## config.mk

```make
export PLATFORM = sky130hd
export DESIGN_NAME = flu_wb_scheduler
export DESIGN_NICKNAME = d
export VERILOG_FILES = /design/src/rtl/flu_wb_scheduler.sv
export SDC_FILE = /design/constraint.sdc
export NUM_CORES = 1
export LEC_CHECK = 0
export BUFFER_PORTS_ARGS = -buffer_cell sky130_fd_sc_hd__buf_2
export CORE_MARGIN = 10
export CORE_UTILIZATION = 25
export CTS_CLUSTER_SIZE = 25
export DETAILED_ROUTE_END_ITERATION = 8
export SLEW_MARGIN = 20
export SYNTH_ARGS = -nofsm -noshare
export SYNTH_HDL_FRONTEND = slang
export SYNTH_SLANG_ARGS = --single-unit
```

## constraint.sdc

```tcl
create_clock -name clk_i -period 1.8 [get_ports clk_i]
set_input_delay 0.09 -clock clk_i [delete_from_list [all_inputs] [get_ports clk_i]]
set_output_delay 0.09 -clock clk_i [all_outputs]
set_load 0.05 [all_outputs]
```

## src/rtl/flu_wb_scheduler.sv

```systemverilog
// rtl/flu_wb_scheduler.sv - issue scheduler and writeback select for the shared FLU write port
module flu_wb_scheduler #(
    parameter int unsigned TRANS_ID_BITS = 3,
    parameter int unsigned MUL_LAT       = 1,
    parameter int unsigned CNT_W         = 16
) (
    input  logic                     clk_i,
    input  logic                     rst_ni,
    input  logic                     flush_i,
    input  logic                     issue_valid_i,
    input  logic [2:0]               issue_fu_i,
    input  logic [TRANS_ID_BITS-1:0] issue_trans_id_i,
    output logic                     issue_ready_o,
    input  logic                     div_done_i,
    output logic                     wb_valid_o,
    output logic [2:0]               wb_src_o,
    output logic [TRANS_ID_BITS-1:0] wb_trans_id_o,
    output logic                     busy_o,
    output logic                     err_o,
    output logic [CNT_W-1:0]         stall_cnt_o
);

    localparam logic [2:0] FU_ALU    = 3'd0;
    localparam logic [2:0] FU_BRANCH = 3'd1;
    localparam logic [2:0] FU_CSR    = 3'd2;
    localparam logic [2:0] FU_MUL    = 3'd3;
    localparam logic [2:0] FU_DIV    = 3'd4;

    localparam int unsigned TID_W = MUL_LAT * TRANS_ID_BITS;

    // Slot k (1..MUL_LAT) of tid_q lives at bits [(k-1)*TRANS_ID_BITS +: TRANS_ID_BITS].
    logic [MUL_LAT:1]           resv_q;
    logic [MUL_LAT:1]           resv_shift;
    logic [MUL_LAT:1]           resv_next;
    logic [TID_W-1:0]           tid_q;
    logic [TID_W-1:0]           tid_next;
    logic                       div_busy_q;
    logic [TRANS_ID_BITS-1:0]   div_tid_q;
    logic                       err_q;
    logic [CNT_W-1:0]           stall_q;

    logic fast_fu;
    logic fire;
    logic fast_fire;
    logic mul_fire;
    logic div_fire;
    logic div_done_ok;
    logic stall_evt;

    assign resv_shift = resv_q >> 1;
    assign fast_fu    = (issue_fu_i == FU_ALU) || (issue_fu_i == FU_BRANCH) ||
                        (issue_fu_i == FU_CSR);

    always_comb begin
        issue_ready_o = 1'b0;
        case (issue_fu_i)
            FU_ALU, FU_BRANCH, FU_CSR: issue_ready_o = !div_busy_q && !resv_q[1];
            FU_MUL:                    issue_ready_o = !div_busy_q && !resv_shift[MUL_LAT];
            // A divide waits for a drained pipeline so its done pulse never meets a MUL result.
            FU_DIV:                    issue_ready_o = !div_busy_q && (resv_q == '0);
            default:                   issue_ready_o = 1'b0;
        endcase
    end

    assign fire        = issue_valid_i && issue_ready_o && !flush_i;
    assign fast_fire   = fire && fast_fu;
    assign mul_fire    = fire && (issue_fu_i == FU_MUL);
    assign div_fire    = fire && (issue_fu_i == FU_DIV);
    assign div_done_ok = div_done_i && div_busy_q;
    assign stall_evt   = issue_valid_i && !issue_ready_o && !flush_i;

    always_comb begin
        resv_next          = resv_shift;
        resv_next[MUL_LAT] = mul_fire;
        tid_next           = tid_q >> TRANS_ID_BITS;
        tid_next[(MUL_LAT-1)*TRANS_ID_BITS +: TRANS_ID_BITS] =
            mul_fire ? issue_trans_id_i : '0;
    end

    always_comb begin
        wb_valid_o    = 1'b0;
        wb_src_o      = 3'd0;
        wb_trans_id_o = '0;
        if (!flush_i) begin
            if (div_done_ok) begin
                wb_valid_o    = 1'b1;
                wb_src_o      = FU_DIV;
                wb_trans_id_o = div_tid_q;
            end else if (resv_q[1]) begin
                wb_valid_o    = 1'b1;
                wb_src_o      = FU_MUL;
                wb_trans_id_o = tid_q[TRANS_ID_BITS-1:0];
            end else if (fast_fire) begin
                wb_valid_o    = 1'b1;
                wb_src_o      = issue_fu_i;
                wb_trans_id_o = issue_trans_id_i;
            end
        end
    end

    always_ff @(posedge clk_i or negedge rst_ni) begin
        if (!rst_ni) begin
            resv_q     <= '0;
            tid_q      <= '0;
            div_busy_q <= 1'b0;
            div_tid_q  <= '0;
        end else if (flush_i) begin
            resv_q     <= '0;
            tid_q      <= '0;
            div_busy_q <= 1'b0;
        end else begin
            resv_q <= resv_next;
            tid_q  <= tid_next;
            if (div_fire) begin
                div_busy_q <= 1'b1;
                div_tid_q  <= issue_trans_id_i;
            end else if (div_done_ok) begin
                div_busy_q <= 1'b0;
            end
        end
    end

    always_ff @(posedge clk_i or negedge rst_ni) begin
        if (!rst_ni) begin
            err_q   <= 1'b0;
            stall_q <= '0;
        end else begin
            if (div_done_i && !div_busy_q) begin
                err_q <= 1'b1;
            end
            if (stall_evt && (stall_q != {CNT_W{1'b1}})) begin
                stall_q <= stall_q + 1'b1;
            end
        end
    end

    assign busy_o      = div_busy_q || (resv_q != '0);
    assign err_o       = err_q;
    assign stall_cnt_o = stall_q;

endmodule
```

* After elaboration in Yosys (flattened, before gate mapping)
Cells that the tools add are included.
** Storage, ports and cells
- Bits in registers :: 25
- Input port bits :: 11
- Output and inout bits :: 26
- Logic and storage cells :: 56
** Operators by class
- Add/subtract/negate cells :: 1
- Eq/ne operators :: 5
- Muxes and demuxes :: 19
- Bitwise logic cells :: 2
- Reductions and logical operators :: 23
** Operator list (number)
- 3-bit 2-to-1 mux :: 10
- 16-bit by 1-bit adder with 16-bit output, second input constant :: 1
- 16-bit != test, second input constant :: 1
- 1-bit logical AND :: 12
- 1-bit 2-to-1 mux :: 8
- 3-bit by 2-bit == test with 1-bit output, second input constant :: 2
- 1-bit zero test :: 4
- 3-bit by 1-bit == test with 1-bit output, second input constant :: 1
- 3-bit == test, second input constant :: 1
- 3-bit zero test :: 1
- 1-bit logical OR :: 3
- 1-bit case mux with 3 select lines :: 1
- 3-bit nonzero test :: 1
- 3-bit OR reduction :: 1
- 1-bit NOT :: 2
- 2-bit AND reduction :: 1

* Longest topological paths before layout
Gate-level depths: netlist (run 1).
- Word-level depth :: 10
- Depth in mapped cells :: 6
- Depth with buffers taken out :: 5

* Worst setup path before layout (run 1)
OpenSTA, ideal clock, no wires.
- Path kind :: register -> output
- From :: reg div_busy_q
- To :: out wb_trans_id_o[0]
- Arrival :: 2.125 ns
- Data required time :: 1.710 ns
- Setup slack :: -0.415 ns
- Cell stages (with the launch flop) :: 5
- Path buffers :: 0
- Cell sequence :: dfrtp_1 nor2_1 nor4b_4 a221oi_1 nor3_1
** On the way
- Longest elaborated chain between the ends :: 10
- Elaborated cells between the ends (all ways) :: 12
- Those cells by class :: 5 x mux; 7 x reduce/logical
** RTL lines
- start, declared :: RTL line 37 : logic div_busy_q;
- start signal, assigned :: RTL line 105 : div_busy_q <= 1'b0;
- start signal, assigned :: RTL line 110 : div_busy_q <= 1'b0;
- start signal, assigned :: RTL line 115 : div_busy_q <= 1'b1;
- 1-bit zero test :: RTL line 57, 58, 60
- 1-bit logical AND, on equally long branches :: RTL line 60, 57
- 1-bit case mux with 3 select lines :: RTL line 56 : case (issue_fu_i)
- 1-bit logical AND (2 in series) :: RTL line 65 : assign fire = issue_valid_i && issue_ready_o && !flush_i;
- 1-bit logical AND :: RTL line 66 : assign fast_fire = fire && fast_fu;
- 3-bit 2-to-1 mux :: RTL line 93 : end else if (fast_fire) begin
- 3-bit 2-to-1 mux :: RTL line 89 : end else if (resv_q[1]) begin
- 3-bit 2-to-1 mux * :: RTL line 85 : if (div_done_ok) begin
- 3-bit 2-to-1 mux * :: RTL line 84 : if (!flush_i) begin
- end, declared :: RTL line 17 : output logic [TRANS_ID_BITS-1:0] wb_trans_id_o,
Every way passes the cells marked *; elsewhere a longest branch is shown, timed or not.

* Final worst setup path (run 1)
- From :: reg div_busy_q
- To :: out wb_trans_id_o[1]
Same word-level chain as after synthesis.

==> results.py, run 1 <==
metrics = {
    "die": {
        "core_area_mm2": 0.00520,
        "dieArea_mm2": 0.00887,
        "die_h_um": 94.2,
        "io_pins": 37,
        "die_w_um": 94.2,
        "rows": 26,
        "initial_utilization_pct": 26.4,
    },
    "drt": {
        "drc": 0,
        "wl_um": 3420,
        "first_pass_iters": 4,
        "route.antenna.remaining_nets": 0,
        "num_vias": 1100,
        "drt-wirelength-per-cell_um": 14.5,
        "viasPerCell": 4.66,
        "drtIter0Drc": 20,
    },
    "critical_path": {
        "r2r-start": "stall_cnt_o[0]",
        "crit_path_max_incr_delay_ns": 0.45,
        "path_delay_family": "flip-flops",
        "worstPathCellList": "buf_4 -> and2_1 -> a221oi_1 -> nor3_2 -> buf_4",
        "cp_common_cell": "buf_4",
        "cp-start-kind": "flip-flop",
        "cp-startpoint": "div_busy_q",
        "critPathKind": "flip-flop to output port",
        "crit_arrival_ns": 1.64,
        "required_ns": 1.71,
        "worstPathMaxFanout": 6,
        "slowest_stage": "dfrtp_2",
        "end_kind": "output port",
        "path_buf_inv": 2,
        "r2r_slack_ns": 0.12,
    },
    "timing": {
        "rsz0062_at_grt": "yes",
        "timing.final.crit_share_pct": 95.8,
        "relSlewSlack_pct": 61.7,
        "max_freq_mhz": 580,
        "fin_ws_ns": 0.0747,
        "hold_viol": 0,
        "report.final.slew_viol_count": 0,
        "tightest_slew_ns": 0.574,
        "final.min_clock_period_ns": 1.73,
        "fin_worst_skew_ns": 0.00995,
        "setup_viol": 0,
    },
    "power": {
        "swShare_pct": 36.9,
        "powerDensity_mw_per_mm2": 795,
        "power_leakage_uw": 0.000827,
        "switching_power_uw": 531,
        "pwr-share-comb_pct": 28.3,
        "p_seq_share_pct": 48.2,
        "power_frac_clock_pct": 23.5,
        "peakVddDrop_v": 0.000691,
        "p_int_uw": 909,
    },
    "synthesis": {
        "yosysWarnings": 0,
        "syn_nets": 133,
        "syn_area_mm2": 0.00138,
        "yosysTopAreaCell": "dfrtp_1",
        "ys_ff_latch": 25,
        "synth_top_area_share_pct": 45.5,
        "ys.flop_type": "dfrtp_1",
        "synthTopCellsByArea": "dfrtp_1 45%, xnor2_1 8.9%, o211ai_1 3.8%",
        "synth-edff-count": 0,
        "syn_avg_cell_area_um2": 11.4,
        "async_flop_share_pct": 100,
        "ys_types": 38,
        "yosysSeqAreaShare_pct": 45.5,
        "netlist_instances": 121,
    },
    "global_routing": {
        "use_met3_pct": 3.36,
        "grt_overflow": 0,
        "grt-busiest-layer": "met2",
        "grtUsageMet1_pct": 10.1,
        "track_usage_pct": 7.83,
        "grt_antenna_before_repair": 0,
        "grt_pass1_vias": 1142,
        "grt_first_pass_wirelength_um": 5690,
        "met2_usage_pct": 12.2,
        "grt_max_degree": 26,
    },
    "clock_network": {
        "clock-root-buffer": "clkbuf_8",
        "clkTransAtPathRegs_ns": 0.09,
        "cts_tree": "yes",
        "cts_sinks": 25,
        "h-tree-depth": 1,
        "cts_made_buffers": 3,
        "ctsLongestPathBuffers": 2,
        "clk_latency_ns": 0.27,
    },
    "placement": {
        "dpl.cell_count": 228,
        "hpwl_um": 2580,
        "place.gp.congestion": 0.770,
        "place_area_mm2": 0.00170,
        "placement.io_buffers": 36,
        "post-place-ws_ns": 0.130,
    },
    "finish": {
        "nFillCells": 538,
        "fin_nets": 179,
        "final_cell_mix": "31 x buf_2, 16 x dfrtp_1, 14 x xnor2_1, 14 x buf_4, 9 x dfrtp_2",
        "area_growth_syn_to_layout_pct": 31.8,
        "drive_gt1_share_pct": 48.2,
        "finalInstanceArea_mm2": 0.00181,
        "final_common_cell": "buf_2",
        "antennaDiodeCount": 0,
        "fin_util_pct": 34.8,
        "final_cells": 236,
    },
    "min_path": {
        "hold_class": "input port to flip-flop",
        "hp-start": "div_done_i",
    },
    "job": {
        "maxCapViolCount": 0,
    },
    "outcome": {
        "status": "finished, final reports clean",
    },
}
-- flip-flops by register name (all words and copies together), names as in the netlist --
signal,cells
tid_q,3
stall_cnt_o,16
resv_q,1
div_tid_q,3
div_busy_q,1
err_o,1
-- logic make-up after synthesis --
logic type                 count (synthesis)  share of synthesized area (%)
and+or+nand+nor                           45                           22.0
DFF                                       25                           45.5
muxes                                      4                           3.28
AOI/OAI and AO/OA                         23                           15.1
adders and majority gates                  1                          0.910
buffers and inverters                      8                           3.64
xor gates and xnor gates                  15                           9.55
-- power groups by stage --
stage                     logic [µW]  clock network [µW]  registers (µW)
after detailed placement         402                   0             707
after global routing             446                 378             707
after CTS                        409                 353             693
after global placement           404                   0             699
final                            408                 339             694
after floorplan                  141                   0             847
-- final cells by class --
| type | count | area [µm²] | area share [%] |
|---|---|---|---|
| clock buffer | 3 | 41.3 | 2.28 |
| clock inverter | 1 | 5.00 | 0.276 |
| inverter | 2 | 7.51 | 0.414 |
| multi-input combinational | 88 | 752 | 41.5 |
| sequential | 25 | 637 | 35.2 |
| tap | 70 | 87.6 | 4.83 |
| timing repair buffer | 47 | 282 | 15.5 |
-- cell usage after synthesis, types with 2 or more instances --
| cell type | instances |
|---|---|
| and2_1 | 7 |
| nand2_1 | 3 |
| nand4_1 | 2 |
| and3_1 | 5 |
| buf_6 | 2 |
| nor3_1 | 7 |
| o2111ai_2 | 2 |
| nor2_1 | 7 |
| a221oi_1 | 3 |
| o211ai_1 | 7 |
| inv_1 | 2 |
| dfrtp_1 | 25 |
| a21oi_1 | 2 |
| xnor2_1 | 14 |
| o2111ai_1 | 3 |
| and4_1 | 5 |
| mux2_2 | 4 |
-- metrics by stage --
stage,total power [µW],setup TNS [ns],hold slack (ns)
6_report,1440,0,0.0457
5_1_grt,1530,-0.0570,0.0585
4_1_cts,1460,0,0.0455
3_5_place_dp,1110,0,0.124
3_3_place_gp,1100,0,0.124
2_1_floorplan,988,0,-0.206
-- worst register-to-register path, cell delays in order, from the launching register on --
cell	delay [ns]
dfrtp_2	0.41
ha_1	0.18
and3_4	0.23
nand4_4	0.18
o21ai_2	0.23
mux2_2	0.35
-- routing by layer --
layer	vias to the layer above	wire, µm
met5	-	0
met4	0	14
met3	2	272
met2	33	1510
met1	521	1630
li1	544	-
-- repair_timing --
item                                    in CTS  in global routing
hold endpoints to repair                    25                  0
gates resized for setup                      4                  7
hold buffers                                 1                  0
setup buffers                                1                  2
pin swaps                                    0                  1
endpoints found under the setup margin       5                  6
-- path summary, 6_finish.rpt --
| check | cells past startpoint | endpoint |
|---|---|---|
| setup / recovery | 5 | wb_trans_id_o[1] |
| hold reg to reg | 1 | err_o |
| max in group asynchronous | 2 | stall_cnt_o[4] |
| min in group asynchronous | 2 | err_o |
| hold / removal | 2 | div_busy_q |
| setup reg to reg | 5 | stall_cnt_o[1] |
Note: power is estimated with default switching activity, not from simulation.
==> run 2: changes to the inputs <==
- REMOVE_ABC_BUFFERS: unset -> 1
==> run 2 against run 1 <==
Compared with the run above: worst hold slack gained 0.013 ns; highest routed layer unchanged; worst setup slack lost 0.023 ns; sequential cell count is the same; fmax shrank 1.3%; clock power shrank 4%; critical path depth grew 1; routed wire length shrank 3.4%; sequential share of layout area is essentially flat; via count grew 1.7%; critical path type unchanged; critical endpoint is now wb_trans_id_o[0]; combinational power grew 12%.
==> results.py, run 2 (synthesized netlist as in run 1, its figures left out) <==
metrics = {
    "clock_network": {
        "clk_latency_ns": 0.26,
        "cts_sinks": 25,
        "clock-root-buffer": "clkbuf_8",
        "h-tree-depth": 1,
        "clkTransAtPathRegs_ns": 0.09,
        "cts_made_buffers": 3,
        "ctsLongestPathBuffers": 2,
        "cts_tree": "yes",
    },
    "power": {
        "powerDensity_mw_per_mm2": 812,
        "peakVddDrop_v": 0.000778,
        "power_leakage_uw": 0.000841,
        "power.total_uw": 1450,
    },
    "drt": {
        "drtIter0Drc": 49,
        "drt-wirelength-per-cell_um": 13.8,
        "wl_um": 3300,
        "drc": 0,
        "viasPerCell": 4.68,
        "first_pass_iters": 4,
        "num_vias": 1119,
        "route.antenna.remaining_nets": 0,
    },
    "timing": {
        "relSlewSlack_pct": 63.3,
        "fin_worst_skew_ns": 0.00550,
        "hold_viol": 0,
        "rsz0062_at_grt": "yes",
        "timing.final.crit_share_pct": 97.1,
        "max_freq_mhz": 572,
        "setup_viol": 0,
        "final.min_clock_period_ns": 1.75,
        "tightest_slew_ns": 0.551,
        "report.final.slew_viol_count": 0,
        "tns_ns": 0,
    },
    "finish": {
        "fin_nets": 182,
        "fin_util_pct": 34.2,
        "drive_gt1_share_pct": 40.8,
        "final_cell_mix": "31 x buf_2, 25 x dfrtp_1, 17 x buf_4, 14 x xnor2_1",
        "finalInstanceArea_mm2": 0.00178,
        "final_common_cell": "buf_2",
        "area_growth_syn_to_layout_pct": 29.6,
        "largest_register_ffs": 16,
        "antennaDiodeCount": 0,
    },
    "placement": {
        "place_area_mm2": 0.00168,
        "hpwl_um": 2560,
        "place.gp.congestion": 0.766,
        "placement.io_buffers": 36,
    },
    "die": {
        "initial_utilization_pct": 26.4,
        "io_pins": 37,
        "core_area_mm2": 0.00520,
        "dieArea_mm2": 0.00887,
        "die_h_um": 94.2,
        "rows": 26,
        "die_w_um": 94.2,
    },
    "critical_path": {
        "end_kind": "output port",
        "worstPathMaxFanout": 6,
        "crit_path_max_incr_delay_ns": 0.43,
        "required_ns": 1.71,
        "critPathKind": "flip-flop to output port",
        "crit_arrival_ns": 1.66,
        "slowest_stage": "dfrtp_1",
        "worstPathCellList": "nor2_2 -> nor4b_4 -> buf_4 -> a221oi_2 -> nor3_1 -> buf_4",
        "path_buf_inv": 2,
        "cp_common_cell": "buf_4",
        "path_delay_family": "simple AND/OR/NAND/NOR gates",
        "cp-start-kind": "flip-flop",
        "r2r-start": "div_busy_q",
        "reg2regPathDepth": 6,
        "r2r_slack_ns": 0.12,
        "reg2reg_to": "stall_cnt_o[1]",
    },
    "min_path": {
        "whs_path_depth": 2,
        "hp-start": "div_done_i",
        "hold_class": "input port to flip-flop",
        "min_to": "div_busy_q",
    },
    "global_routing": {
        "track_usage_pct": 7.14,
        "grt_antenna_before_repair": 0,
        "grt_pass1_vias": 1117,
        "grt_overflow": 0,
        "grt_max_degree": 26,
        "grt_first_pass_wirelength_um": 5260,
    },
    "outcome": {
        "status": "finished, final reports clean",
    },
    "job": {
        "maxCapViolCount": 0,
    },
}
[run 2: changes by cell type in the layout (fill, tap and decap cells not counted), moves of 3 or more]
| cell | change |
|---|---|
| nor3_1 | +5 |
| dfrtp_1 | +9 |
| nor3_2 | -5 |
| buf_4 | +3 |
| dfrtp_2 | -9 |
[run 2: worst max path at each step]
stage / from / to / slack, ns / depth (start not counted)
2_1_floorplan: div_busy_q / wb_trans_id_o[0] / -0.42 / 4
3_3_place_gp: div_busy_q / wb_trans_id_o[2] / 0.22 / 5
3_5_place_dp: div_busy_q / wb_trans_id_o[0] / 0.21 / 5
4_1_cts: div_busy_q / wb_trans_id_o[1] / 0.007 / 6
5_1_grt: div_busy_q / wb_trans_id_o[0] / -0.08 / 6
6_report: div_busy_q / wb_trans_id_o[0] / 0.05 / 6
[run 2: final cells by class]
cell class                      count  area (µm²)
Sequential cell                    25         626
Clock buffer                        3        41.3
Multi-Input combinational cell     88         714
Fill cell                         532        3420
Clock inverter                      1        5.00
Tap cell                           70        87.6
Inverter                            2        7.51
Timing Repair Buffer               50         300
[run 2: repair_timing]
| item | in CTS | in global routing |
|---|---|---|
| cloned | 0 | 0 |
| pin swaps | 0 | 0 |
| hold endpoints to repair | 25 | 0 |
| endpoints found under the setup margin | 5 | 6 |
| buffers inserted | 1 | 1 |
| hold buffers | 1 | 0 |
| gates resized for setup | 2 | 8 |
[run 2: stage by stage]
stage          std cells  worst slack (ns)  hold slack (ns)
6_report             239            0.0520           0.0589
5_1_grt              239           -0.0843           0.0563
2_1_floorplan        115            -0.415           -0.206
3_5_place_dp         232             0.207            0.114
4_1_cts              238           0.00718           0.0430
3_3_place_gp         232             0.216            0.117
[run 2: report_power, final]
group	leakage (µW)	switching [µW]	total, µW	internal, µW
clock	0.0000255	170	324	155
combinational	0.000482	302	455	153
sequential	0.000333	46.4	668	621
total	0.000841	518	1450	929
[run 2: per-layer routing]
layer	routed length [µm]	GRT usage, %
met1	1540	9.03
met2	1420	10.7
met3	310	3.92
met4	29	0.759
met5	0	0
